$ cat config.mk
export PLATFORM = sky130hd
export DESIGN_NAME = mem_ctrl_flat
export DESIGN_NICKNAME = d
export VERILOG_FILES = /design/src/rtl/mem_ctrl_if.sv /design/src/rtl/mem_ctrl.sv /design/src/flat_wrapper.sv
export SDC_FILE = /design/constraint.sdc
export NUM_CORES = 1
export LEC_CHECK = 0
export CORE_UTILIZATION = 59
export DETAILED_ROUTE_END_ITERATION = 16
export PLACE_DENSITY = 0.82
export SLEW_MARGIN = 10
export SYNTH_ARGS = -nofsm -noshare
export SYNTH_HDL_FRONTEND = slang
export SYNTH_SLANG_ARGS = --single-unit
$ cat constraint.sdc
create_clock -name clk -period 3 [get_ports clk]
set_input_delay 0.75 -clock clk [delete_from_list [all_inputs] [get_ports clk]]
set_output_delay 0.75 -clock clk [all_outputs]
set_load 0.01 [all_outputs]
$ cat src/rtl/mem_ctrl_if.sv
`default_nettype none
// ============================================================================
//  Module      : mem_ctrl_if
//  Description : Request/response bundle for the mem_ctrl memory block.
//                master drives addr/wr_en/rd_en/wdata and observes
//                rdata/rd_valid/busy/drop_cnt; slave is the memory side.
//  Ports       : addr, wr_en, rd_en, wdata   (master -> slave)
//                rdata, rd_valid, busy, drop_cnt (slave -> master)
//  Revision    : 1.0  initial release
// ============================================================================
interface mem_ctrl_if #(
    parameter int ADDR_WIDTH = 4,
    parameter int DATA_WIDTH = 8
);
    logic [ADDR_WIDTH-1:0] addr;
    logic                  wr_en;
    logic                  rd_en;
    logic [DATA_WIDTH-1:0] wdata;
    logic [DATA_WIDTH-1:0] rdata;
    logic                  rd_valid;
    logic                  busy;
    logic [7:0]            drop_cnt;

    modport master (
        output addr, wr_en, rd_en, wdata,
        input  rdata, rd_valid, busy, drop_cnt
    );

    modport slave (
        input  addr, wr_en, rd_en, wdata,
        output rdata, rd_valid, busy, drop_cnt
    );
endinterface
`default_nettype wire

$ cat src/rtl/mem_ctrl.sv
`default_nettype none
// ============================================================================
//  Module      : mem_ctrl
//  Description : Synchronous DEPTH x DATA_WIDTH single-port memory. After
//                reset an internal sweep writes INIT_VALUE to every entry
//                while busy is high. Reads are registered (1-cycle latency)
//                with a rd_valid pulse and read-before-write ordering.
//                Requests arriving during the sweep are dropped and counted.
//  Ports       : clk    - clock, all state updates on posedge
//                reset  - synchronous active-low reset
//                bus    - mem_ctrl_if.slave (addr, wr_en, rd_en, wdata,
//                         rdata, rd_valid, busy, drop_cnt)
//  Revision    : 1.0  initial release
// ============================================================================
module mem_ctrl #(
    parameter int                  ADDR_WIDTH = 4,
    parameter int                  DATA_WIDTH = 8,
    parameter int                  DEPTH      = 16,   // must be 2**ADDR_WIDTH
    parameter logic [DATA_WIDTH-1:0] INIT_VALUE = '0
) (
    input  wire logic     clk,
    input  wire logic     reset,
    mem_ctrl_if.slave     bus
);

    typedef enum logic [0:0] {
        ST_INIT = 1'b0,
        ST_IDLE = 1'b1
    } state_t;

    localparam logic [ADDR_WIDTH-1:0] c_last_ptr = ADDR_WIDTH'(DEPTH - 1);

    state_t                r_state;
    state_t                w_state_nxt;
    logic [ADDR_WIDTH-1:0] r_init_ptr;
    logic [DATA_WIDTH-1:0] r_mem [DEPTH];
    logic [DATA_WIDTH-1:0] r_rdata;
    logic                  r_rd_valid;
    logic                  r_busy;
    logic [7:0]            r_drop_cnt;

    logic                  w_mem_we;
    logic [ADDR_WIDTH-1:0] w_mem_waddr;
    logic [DATA_WIDTH-1:0] w_mem_wdata;
    logic                  w_rd_fire;
    logic                  w_drop;
    logic                  w_sweep_last;

    // ------------------------------------------------------------------
    // State register
    // ------------------------------------------------------------------
    always_ff @(posedge clk) begin
        if (!reset) begin
            r_state <= ST_INIT;
        end else begin
            r_state <= w_state_nxt;
        end
    end

    // ------------------------------------------------------------------
    // Next state and datapath controls. The sweep owns the write port in
    // INIT; user traffic owns it in IDLE.
    // ------------------------------------------------------------------
    always_comb begin
        w_state_nxt  = r_state;
        w_mem_we     = 1'b0;
        w_mem_waddr  = bus.addr;
        w_mem_wdata  = bus.wdata;
        w_rd_fire    = 1'b0;
        w_drop       = 1'b0;
        w_sweep_last = 1'b0;
        case (r_state)
            ST_INIT: begin
                w_mem_we     = 1'b1;
                w_mem_waddr  = r_init_ptr;
                w_mem_wdata  = INIT_VALUE;
                w_drop       = bus.wr_en | bus.rd_en;
                w_sweep_last = (r_init_ptr == c_last_ptr);
                if (w_sweep_last) begin
                    w_state_nxt = ST_IDLE;
                end
            end
            ST_IDLE: begin
                w_mem_we  = bus.wr_en;
                w_rd_fire = bus.rd_en;
            end
            default: begin
                w_state_nxt = ST_INIT;
            end
        endcase
    end

    // ------------------------------------------------------------------
    // Storage. Reset deliberately leaves contents alone; the sweep
    // clears them once reset is released.
    // ------------------------------------------------------------------
    always_ff @(posedge clk) begin
        if (reset && w_mem_we) begin
            r_mem[w_mem_waddr] <= w_mem_wdata;
        end
    end

    // ------------------------------------------------------------------
    // Sweep pointer, read port, busy flag and drop counter. The read uses
    // the pre-edge array contents, giving read-before-write on a
    // same-address simultaneous access.
    // ------------------------------------------------------------------
    always_ff @(posedge clk) begin
        if (!reset) begin
            r_init_ptr <= '0;
            r_rdata    <= '0;
            r_rd_valid <= 1'b0;
            r_busy     <= 1'b1;
            r_drop_cnt <= 8'h00;
        end else begin
            if (r_state == ST_INIT) begin
                // Wraps to 0 on the final sweep write.
                r_init_ptr <= r_init_ptr + 1'b1;
            end
            r_rd_valid <= w_rd_fire;
            if (w_rd_fire) begin
                r_rdata <= r_mem[bus.addr];
            end
            if (w_sweep_last) begin
                r_busy <= 1'b0;
            end
            if (w_drop && (r_drop_cnt != 8'hFF)) begin
                r_drop_cnt <= r_drop_cnt + 8'h01;
            end
        end
    end

    assign bus.rdata    = r_rdata;
    assign bus.rd_valid = r_rd_valid;
    assign bus.busy     = r_busy;
    assign bus.drop_cnt = r_drop_cnt;

endmodule
`default_nettype wire
$ cat src/flat_wrapper.sv
// flat-port wrapper written by rule: the top's interface ports become plain ports
module mem_ctrl_flat 
#(
    parameter int                  ADDR_WIDTH = 4,
    parameter int                  DATA_WIDTH = 8,
    parameter int                  DEPTH      = 16,                           
    parameter logic [DATA_WIDTH-1:0] INIT_VALUE = '0
)
  (clk, reset, bus_addr, bus_wr_en, bus_rd_en, bus_wdata, bus_rdata, bus_rd_valid, bus_busy, bus_drop_cnt);
  mem_ctrl_if #(.ADDR_WIDTH(ADDR_WIDTH), .DATA_WIDTH(DATA_WIDTH)) bus_i ();
  input  wire logic clk;
  input  wire logic reset;
  input wire logic [$bits(bus_i.addr)-1:0] bus_addr;
  input wire logic [$bits(bus_i.wr_en)-1:0] bus_wr_en;
  input wire logic [$bits(bus_i.rd_en)-1:0] bus_rd_en;
  input wire logic [$bits(bus_i.wdata)-1:0] bus_wdata;
  output wire logic [$bits(bus_i.rdata)-1:0] bus_rdata;
  output wire logic [$bits(bus_i.rd_valid)-1:0] bus_rd_valid;
  output wire logic [$bits(bus_i.busy)-1:0] bus_busy;
  output wire logic [$bits(bus_i.drop_cnt)-1:0] bus_drop_cnt;
  assign bus_i.addr = bus_addr;
  assign bus_i.wr_en = bus_wr_en;
  assign bus_i.rd_en = bus_rd_en;
  assign bus_i.wdata = bus_wdata;
  assign bus_rdata = bus_i.rdata;
  assign bus_rd_valid = bus_i.rd_valid;
  assign bus_busy = bus_i.busy;
  assign bus_drop_cnt = bus_i.drop_cnt;
  mem_ctrl #(.ADDR_WIDTH(ADDR_WIDTH), .DATA_WIDTH(DATA_WIDTH), .DEPTH(DEPTH), .INIT_VALUE(INIT_VALUE)) u_core (.clk(clk), .reset(reset), .bus(bus_i));
endmodule
==> reports/qor.txt <==
Avg Inst Size Synth: 17.7 um^2
Gate power share: 4.6%
post-route design area: 7130 um^2
core area: 9820 um^2
clk sinks: 151
Worst Hold End: u_core.bus.busy
minimum setup slack among reg-to-reg paths: 760 ps
largest family of logic cells by synthesized area: multiplexers
CP startpoint: u_core.bus.drop_cnt[5]
Synth top area share: 64.1%
Avg WL per Cell: 23.1 um
Power per Cell Area: 639 nW/um^2
slowest CP cell: clkdlybuf4s50_1
Post-CTS Hold Buffers: 0
maximum number of pins on one net before global-route repair: 21
setup ws final: 741 ps
area of placed instances: 6560 um^2
Rows: 36
mux cell area share after synthesis: 15.6%
share of post-route cells with drive strength above 1: 20.2%
Post-CTS Resized: 0
#FFs+latches synth: 151
Max Cap Violations: 0
drt total wl: 12500 um
CP endpoint kind: output port
Switching Power: 0.000897 W
M1 WL: 5050 um
top_reg_cell synth: edfxtp_1
post-CTS setup buffer count: 0
P_int: 0.00366 W
cells after synthesis: 339
FFs w/ async S/R, synth: 0%
sequential share of power: 50.4%
top-count cell post-synth: edfxtp_1
detailed-route via count: 3332
family with the most delay on the worst path: buffers and inverters
stages on the worst setup path: 1
H-tree levels: 4
RSZ-0062 raised after global routing: no
DRC violation count after routing: 0
Max IR drop VDD: 0.346 mV
Pins Over Slew Limit: 0
first-pass iteration count of the detailed router: 5
root buffer cell: clkbuf_8
area of the multi-input gates: 1590 um^2
LEAKAGE: 2.49 nW
die area: 10600 um^2
Setup crit start kind: flop
DR WL met2: 5980 um
xor and xnor area share after synthesis: 0.438%
Worst slew margin: 38.8%
Min-Delay Path Class: flop to flop
Filler cells: 607
power share of the clock group: 45.1%
number of flops mapped to enable cells by yosys: 128
Post-synth top cells: edfxtp_1, nor2_1, dfxtp_1
Die W: 103 um
GR Overflow Total: 0
reg2reg path depth: 3
CP bufs+invs: 1
GRT Total Usage: 26.3%
clock latency on the worst-skew pair: 530 ps
Final Hold Vio Count: 0
Layout area overhead: 18.8%
max layer used: met4
Worst Hold Path Cells: 2
First DRT Iteration DRCs: 314
DR vias/cell: 6.14
final layout net count: 415
register area share after synthesis: 71.7%
Worst EP arrival: 1510 ps
CTS tree: yes
FF-to-FF End: u_core.r_mem[1][4]
I/O pins: 34
met3 WL post-DR: 1070 um
Synth area leader: edfxtp_1
Initial Utilization: 61.1%
die height: 103 um
post-route ant nets: 0
dpl ws: 289 ps
Syn Std Cell Area: 6000 um^2
final total power: 0.00455 W
HP Start: u_core.bus.busy
Worst EP required: 2250 ps
top cells by area, synth: edfxtp_1, mux4_2, dfxtp_1, mux4_1, mux2i_1
fin crit period: 2260 ps
Post-Synth Adder-Cell Area: 0.417%
RePlAce Congestion: 0.803
first-pass GRT wire length: 18900 um
buffers from clock root to sink, at most: 2
Ant. Diodes: 0
fmax: 443 MHz
Simple-Gate Fraction of Synth Area: 5.88%
Num CTS Buffers: 17
critical path class: flop to output port
slew at the pin closest to its max-slew limit: 918 ps
syn_nets: 357
endpoints failing setup: 0
DP HPWL: 7660 um
Yosys cell types: 42
vias in the first global route: 3334
worst-path cell chain: clkdlybuf4s50_1
final worst path period share: 75.3%
r2r startpoint: u_core.r_state
Compound-Gate Fraction of Synth Area: 4.11%
Sw Ratio: 19.7%
Util after Layout: 72.6%
FF+latch area: 4300 um^2
CTS clk-pin slew, worst paths: 60 ps
Worst Skew: 8.17 ps
Buffers on Ports: 33
setup tns final: 0 ps
delay of the slowest cell on the worst path: 570 ps
outcome: finished clean
yosys warns: 0
initial antenna violation count: 0
Worst Path Max Fanout: 6
==> cell type report <==
type                    instances  share of cell area (%)
clock buffers                  22                    6.21
multi-input cells             169                    22.3
flip-flops and latches        151                    60.4
repair buffers                 54                    6.77
well taps                     133                    2.33
clock inverters                10                    1.81
inverters                       4                   0.211
==> logic make-up after synthesis <==
kind of cell / after synthesis
AO/OA/AOI/OAI: 39
XOR/XNOR: 3
adder cells (fa/ha/maj): 2
buffers and inverters: 19
flip-flops: 151
multiplexers: 52
AND/OR/NAND/NOR: 73
==> power groups by stage <==
| stage | Clock (W) | Sequential [W] | Combinational (W) |
|---|---|---|---|
| 2_1_floorplan | 0 | 0.00233 | 0.000134 |
| 3_3_place_gp | 0 | 0.00234 | 0.000200 |
| 3_5_place_dp | 0 | 0.00234 | 0.000206 |
| 4_1_cts | 0.00207 | 0.00229 | 0.000209 |
| 5_1_grt | 0.00214 | 0.00230 | 0.000223 |
| 6_report | 0.00205 | 0.00229 | 0.000208 |
==> flip-flops by register name, indices dropped and copies added (netlist names) <==
register             cells
u_core.bus.rd_valid      1
u_core.r_init_ptr        4
u_core.r_state           1
u_core.r_mem           128
u_core.bus.drop_cnt      8
u_core.bus.rdata         8
u_core.bus.busy          1
==> metrics by stage <==
step | instances | hold slack, ps
6_report | 543 | 491
5_1_grt | 543 | 518
3_3_place_gp | 511 | 462
3_5_place_dp | 511 | 481
2_1_floorplan | 339 | 483
4_1_cts | 543 | 493
==> cell usage in the layout, fill, tap and decap left out, types with 3 or more instances in the layout <==
cell type	instances
edfxtp_1	128
clkdlybuf4s50_1	32
nor2_1	27
dfxtp_1	23
mux4_2	22
buf_4	21
clkbuf_16	16
mux2i_1	12
nand2_1	12
and2_1	10
mux2_2	10
a21oi_1	8
o21ai_1	8
mux4_1	8
o21ai_0	7
nand3_1	6
a22oi_1	6
or3_1	5
inv_1	4
clkbuf_1	4
clkinv_2	4
nand2b_1	3
bufinv_16	3
==> worst register-to-register path, stage by stage, from the launching register on <==
cell	delay [ps]
dfxtp_1	660
mux2i_1	400
nand3_1	210
nor2_1	600
==> worst max path at each step <==
stage	slack, ps	endpoint
floorplan	560	u_core.r_mem[10][0]
global placement	330	u_core.r_mem[12][7]
detailed placement	290	u_core.bus.rdata[6]
CTS	710	bus_drop_cnt[0]
global route	560	u_core.r_mem[4][0]
finish	740	bus_drop_cnt[5]
==> per-layer routing <==
metal  GRT usage, %  vias up
li1               -     1467
met1           35.8     1645
met2           40.0      189
met3           5.83       31
met4           14.4        0
met5              0        -
Power figures use the tool's default switching activity.
